===== src/rtl/framing_ctrl.sv =====
// Circular-buffer frame controller: writes the sample stream into framing_memory and
// replays each full frame oldest-first. Optional pre-emphasis via `FRAMING_PREEMPH_EN.
module framing_ctrl #(
  parameter int BITS  = 12,
  parameter int DEPTH = 128,
  parameter int HOP   = 64
) (
  input  logic            clk,
  input  logic            rst_n,
  input  logic            in_valid,
  input  logic [BITS-1:0] in_data,
  output logic            in_ready,
  output logic            out_valid,
  output logic [BITS-1:0] out_data,
  output logic            out_last,
  input  logic            out_ready,
  output logic            mem_wen,
  output logic [$clog2(DEPTH)-1:0] mem_a,
  output logic [BITS-1:0] mem_d,
  input  logic [BITS-1:0] mem_q
);

  localparam int AW = $clog2(DEPTH);
  localparam logic [AW-1:0] LAST_IDX = AW'(DEPTH - 1);
  localparam logic [AW:0]   THR_FULL = (AW+1)'(DEPTH);
  localparam logic [AW:0]   THR_HOP  = (AW+1)'(HOP);

  typedef enum logic {FILL, STREAM} state_t;

  state_t        state, state_nxt;
  logic [AW-1:0] wr_ptr, wr_ptr_nxt;
  logic [AW-1:0] rd_ptr, rd_ptr_nxt;
  logic [AW-1:0] rd_cnt, rd_cnt_nxt;
  logic [AW:0]   new_cnt, new_cnt_nxt;
  logic [AW:0]   cnt_inc;
  logic          primed, primed_nxt;
  logic          accept;
  logic [BITS-1:0] sample_w;

  // Write port is gated by rst_n so nothing is written while reset is held.
  assign accept = (state == FILL) && in_valid && rst_n;

`ifdef FRAMING_PREEMPH_EN
  logic [BITS-1:0]        prev_q;
  logic signed [BITS+1:0] x_ext, p_ext, diff;

  always_comb begin
    x_ext = {{2{in_data[BITS-1]}}, in_data};
    p_ext = {{2{prev_q[BITS-1]}}, prev_q};
    diff  = x_ext - (p_ext - (p_ext >>> 5));
    // Three top bits equal means the result already fits in BITS.
    if ((diff[BITS+1:BITS-1] == 3'b000) || (diff[BITS+1:BITS-1] == 3'b111))
      sample_w = diff[BITS-1:0];
    else if (diff[BITS+1])
      sample_w = {1'b1, {(BITS-1){1'b0}}};
    else
      sample_w = {1'b0, {(BITS-1){1'b1}}};
  end

  always_ff @(posedge clk or negedge rst_n) begin
    if (!rst_n)
      prev_q <= '0;
    else if (accept)
      prev_q <= in_data;
  end
`else
  assign sample_w = in_data;
`endif

  always_ff @(posedge clk or negedge rst_n) begin
    if (!rst_n) begin
      state   <= FILL;
      wr_ptr  <= '0;
      rd_ptr  <= '0;
      rd_cnt  <= '0;
      new_cnt <= '0;
      primed  <= 1'b0;
    end else begin
      state   <= state_nxt;
      wr_ptr  <= wr_ptr_nxt;
      rd_ptr  <= rd_ptr_nxt;
      rd_cnt  <= rd_cnt_nxt;
      new_cnt <= new_cnt_nxt;
      primed  <= primed_nxt;
    end
  end

  always_comb begin
    state_nxt   = state;
    wr_ptr_nxt  = wr_ptr;
    rd_ptr_nxt  = rd_ptr;
    rd_cnt_nxt  = rd_cnt;
    new_cnt_nxt = new_cnt;
    primed_nxt  = primed;
    cnt_inc     = new_cnt + 1'b1;
    in_ready    = (state == FILL);
    out_valid   = 1'b0;
    out_data    = '0;
    out_last    = 1'b0;
    mem_wen     = 1'b0;
    mem_a       = wr_ptr;
    mem_d       = '0;

    case (state)
      FILL: begin
        if (accept) begin
          mem_wen     = 1'b1;
          mem_d       = sample_w;
          wr_ptr_nxt  = wr_ptr + 1'b1;
          new_cnt_nxt = cnt_inc;
          // The first frame needs a full buffer; later frames only HOP new samples.
          if (cnt_inc == (primed ? THR_HOP : THR_FULL)) begin
            state_nxt   = STREAM;
            new_cnt_nxt = '0;
            primed_nxt  = 1'b1;
            rd_ptr_nxt  = wr_ptr + 1'b1;
            rd_cnt_nxt  = '0;
          end
        end
      end
      STREAM: begin
        mem_a     = rd_ptr;
        out_valid = 1'b1;
        out_data  = mem_q;
        out_last  = (rd_cnt == LAST_IDX);
        if (out_ready) begin
          rd_ptr_nxt = rd_ptr + 1'b1;
          rd_cnt_nxt = rd_cnt + 1'b1;
          if (rd_cnt == LAST_IDX)
            state_nxt = FILL;
        end
      end
      default: state_nxt = FILL;
    endcase
  end

endmodule


===== config.mk =====
export PLATFORM = sky130hd
export DESIGN_NAME = framing_ctrl
export DESIGN_NICKNAME = d
export VERILOG_FILES = /design/src/rtl/framing_ctrl.sv
export SDC_FILE = /design/constraint.sdc
export NUM_CORES = 1
export LEC_CHECK = 0
export CORE_MARGIN = 2
export CORE_UTILIZATION = 39
export DETAILED_ROUTE_END_ITERATION = 6
export GPL_TIMING_DRIVEN = 0
export PLACE_DENSITY = 0.72
export SLEW_MARGIN = 25
export SYNTH_ARGS = -nofsm -noshare
export SYNTH_HDL_FRONTEND = slang
export SYNTH_SLANG_ARGS = --single-unit

===== constraint.sdc =====
create_clock -name clk -period 2 [get_ports clk]
set_input_delay 0.4 -clock clk [delete_from_list [all_inputs] [get_ports clk]]
set_output_delay 0.4 -clock clk [all_outputs]
set_load 0.05 [all_outputs]

Word-level counts from Yosys, hierarchy flattened:

Cells that the tools add are included.
W data, S select, Z words.

* input port bits: 28
* flip-flop bits (word level): 31
* memories kept: 0
* bits in latches: 0
* ROM bits: 0
* memory bits (writable): 0
* word-level logic and storage cells: 44

* multipliers: 0
* shifts and indexed selects: 0
* multiplexer cells: 23
* magnitude comparators: 0
* bitwise operators: 1
* $add $sub $neg: 4
* reduce and logical (&&, ||, !) cells: 5
* divide/modulo/power cells: 0
* eq/ne operators: 5

Operators by type and width (number)
* $mux W7: 7
* $mux W12: 3
* $pmux W7 S2: 2
* $add A7 B1 Y7 const B: 3
* $mux W8: 2
* $add A8 B1 Y8 const B: 1
* $eq A8 B8 Y1: 1
* $mux W1: 8
* $eq A7 B7 Y1 const B: 1
* $reduce_and A3 Y1: 2
* $ne A2 B1 Y1 const B: 2
* $logic_and A1 B1 Y1: 2
* $ne A2 B2 Y1 const B: 1
* $pmux W1 S2: 1
* $reduce_and A2 Y1: 1
* $not A1 Y1: 1

Logic depth before layout (Yosys ltp):

* word-level depth: 5
* mapped depth: 9
* gate-level depth less buffers: 7

Worst setup path before layout:

OpenSTA, ideal clock, no wires.

* path type: register to output
* start point: register state
* end point: output port mem_d[2]
* slack: -956 ps
* data required time: 1600 ps
* stages on the path, launching flop included: 6
* data arrival time: 2556 ps
* cells stage by stage: dfrtp_1 > inv_1 > nand3_1 > clkinv_1 > clkbuf_1 > and2_1

* cells in the longest elaborated chain, start to end: 5

Ends and longest elaborated chain
* start: declaration: RTL line 30 `state_t state, state_nxt;`
* start signal: assignment: RTL line 79 `state <= state_nxt;`
* $not A1 Y1 (no line)
* via in_ready: RTL line 12 `output logic in_ready,`
* $logic_and A1 B1 Y1 (2 in series): RTL line 41 `assign accept = (state == FILL) && in_valid && rst_n;`
* $mux W12: RTL line 106 `if (accept) begin`
* $mux W12: RTL line 104 `case (state)`
* end: declaration: RTL line 19 `output logic [BITS-1:0] mem_d,`

The timed path passes the listed nets, and every way through them passes these cells.

Worst setup path in the final report:

* start point: register new_cnt[1]
* end point: register rd_ptr[2]

* cells in the longest elaborated chain, start to end: 4

Ends and longest elaborated chain
* start: declaration: RTL line 34 `logic [AW:0] new_cnt, new_cnt_nxt;`
* start signal: assignment: RTL line 83 `new_cnt <= new_cnt_nxt;`
* $add A8 B1 Y8: RTL line 95 `cnt_inc = new_cnt + 1'b1;`
* $eq A8 B8 Y1: RTL line 112 `if (cnt_inc == (primed ? THR_HOP : THR_FULL)) begin`
* $ne A2 B1 Y1 (no line)
* $reduce_and A3 Y1 (no line)
* end signal: assignment: RTL line 81 `rd_ptr <= rd_ptr_nxt;`
* end: declaration: RTL line 32 `logic [AW-1:0] rd_ptr, rd_ptr_nxt;`

No other way between the ends.
A chain may end at the register's enable or synchronous reset.

==> results.yml <==
synthesis:
  synth.cell_area_sq_um: 2020
  yosys_register_bits: 31
  ys_seq_area_frac: 0.384
  synth_edf_count: 0
  syn_inst: 224
  syn_avg_cell_area_sq_um: 9.02
  async_reset_ff_frac: 1.00
  synth_ff_type: "dfrtp_1"
  synth_nets: 256
  yosysUniqueCellTypes: 49
  yosysWarnings: 0
die:
  rows: 26
  core_area_sq_um: 5040
  io_pins: 63
  chipWidth_microns: 76.0
  die-area_sq_um: 5770
  initial_core_util: 0.401
  die_height_microns: 76.0
clock_tree:
  clk_pin_slew_ps: 70
  cts_buffers: 5
  cts.sinks: 31
  clock_latency_ps: 280
  cts_tree: "yes"
  clock_path_buffers: 2
  clockRootBuffer: "clkbuf_8"
  h-tree-depth: 2
grt:
  grt_max_degree: 28
  gr-total-overflow: 0
  grt_pass1_wl_microns: 8670
  grt_pass1_vias: 1880
  antenna_found_initial: 0
  grt_usage: 0.183
routing:
  dr.pass1.iters: 4
  vias: 1958
  wl_microns: 5170
  drc: 0
  drt_iter0_markers: 98
  ant_nets: 0
  wire_per_inst_microns: 13.7
  vias_per_cell: 5.18
status:
  outcome: "complete, but fails checks"
  violations: "negative setup slack"
setup_path:
  endpoint_kind: "register"
  critPathKind: "register to register"
  startpoint_type: "register"
  crit_fanout: 6
  required_ps: 2170
  arrival_ps: 2230
power_and_ir_drop:
  p_leak_nw: 1.44
  max-vdd-ir-drop_mv: 0.624
  power_density_nw_per_um2: 1300
  p_total_mw: 4.08
min_path:
  hp-class: "input port to asynchronous set/reset pin"
timing:
  hold_violations: 0
  finalSetupTns_ps: -130
  rsz0062_at_grt: "true"
  setup_viol: 3
  worst_pin_slew_ps: 668
  drv_slew: 0
  finalClockSkew_ps: 6.38
  min_period_ps: 2060
  finalCritPeriodShare: 1.03
  whs_ps: 68.9
  postLayoutSetupSlackWorst_ps: -61.7
  max_freq_mhz: 485
  slew_headroom: 0.554
place:
  dp.cells: 356
  routabilityCongestion: 0.835
  hpwlAfterDp_microns: 3500
  portBuffers: 61
final_layout:
  n_antenna_cell: 0
  drive_gt1_frac: 0.377
  area_delta_synth_final_pct: 55.0
  stdcell_count: 378
  final_nets: 339
  layout_commonest_cell: "dfrtp_1"
  fill_cells: 420
  final_cell_mix: "dfrtp_1, nand2_1, clkdlybuf4s50_1"
  fin_util: 0.621
flow_run:
  timing.max_cap.violations: 0
==> stage by stage <==
| stage | setup slack, ps | area [sq um] |
|---|---|---|
| finish | -61.7 | 3130 |
| floorplan | -51.0 | 2110 |
| CTS | -62.1 | 3060 |
| global placement | -2030 | 2810 |
| detailed placement | -679 | 2820 |
| global route | -125 | 3130 |
==> power by group <==
part | switching [mW] | internal, mW | leakage, nW
combinational | 1.38 | 0.972 | 1.01
clock | 0.240 | 0.403 | 0.0612
sequential | 0.258 | 0.829 | 0.365
total | 1.88 | 2.20 | 1.44
==> synth_stat cells (all sizes together) (2+ instances only) <==
cell | count | area (sq um)
xor2 | 4 | 35.0
and3 | 9 | 56.3
a22o | 3 | 26.3
a22oi | 2 | 15.0
and3b | 2 | 17.5
o21ai | 13 | 65.1
a21oi | 3 | 18.8
nand4 | 5 | 37.5
a21o | 3 | 22.5
nor3b | 3 | 22.5
nor2 | 5 | 18.8
mux2i | 2 | 20.0
o211ai | 2 | 15.0
o221a | 4 | 45.0
clkbuf | 10 | 37.5
ha | 4 | 50.1
buf | 3 | 21.3
and2 | 26 | 163
dfrtp | 31 | 776
or3 | 2 | 12.5
nand3 | 18 | 90.1
or2 | 2 | 12.5
nand2b | 2 | 12.5
inv | 3 | 11.3
nand2 | 28 | 105
xnor2 | 11 | 96.3
mux2 | 8 | 90.1
==> routing by layer <==
metal  vias up  part of all wire  track usage  wire (microns)
li1        967                 -            -               -
met1       924              0.45        0.237            2300
met2        62              0.50        0.308            2570
met3         5             0.046       0.0450             240
met4         0             0.011       0.0473              55
met5         -                 0            0               0
==> registers in the layout, summed over array words and instances, names as in the netlist <==
signal   flops
rd_ptr       7
wr_ptr       7
rd_cnt       7
new_cnt      8
primed       1
state        1
==> repair_timing <==
action,in CTS,in global routing
setup buffers,11,4
hold buffers,1,0
setup endpoints to repair,48,39
pin swaps,10,11
gates resized for setup,177,54
hold endpoints to repair,5,0
==> cell families after synthesis <==
kind of cell    after synthesis  synth area share
flops                        31             0.384
compound gates               39             0.142
xor+xnor                     15            0.0650
mux                          10            0.0545
fa+ha+maj                     4            0.0248
buf+inv                      17            0.0365
simple gates                108             0.293
==> worst paths after layout <==
path | from | to | slack, ps | depth (start not counted)
max | new_cnt[1] | rd_ptr[2] | -60 | 6
min reg2reg | wr_ptr[6] | wr_ptr[6] | 510 | 1
min | rst_n | rd_ptr[6] | 70 | 2
max reg2reg | new_cnt[1] | rd_ptr[2] | -60 | 6
max in group asynchronous | rst_n | new_cnt[1] | 1240 | 2
min in group clk | wr_ptr[6] | wr_ptr[6] | 510 | 1
==> worst max-delay path, stage by stage (launching register included) <==
cell     delay (ps)
dfrtp_2         450
and2_4          180
or4_4           430
a21oi_4         190
nand4_4         170
mux2_4          330
o221a_1         200
==> layout make-up <==
cell class	count	area (sq um)	area share
inverters	4	31.3	0.00999
multi-input cells	176	1340	0.428
plain buffers	11	103	0.0328
flip-flops and latches	31	779	0.249
clock inverters	2	35.0	0.0112
well taps	70	87.6	0.0280
clock buffers	6	82.6	0.0264
repair buffers	78	672	0.215
No activity file was read; power rests on OpenSTA's default activity.
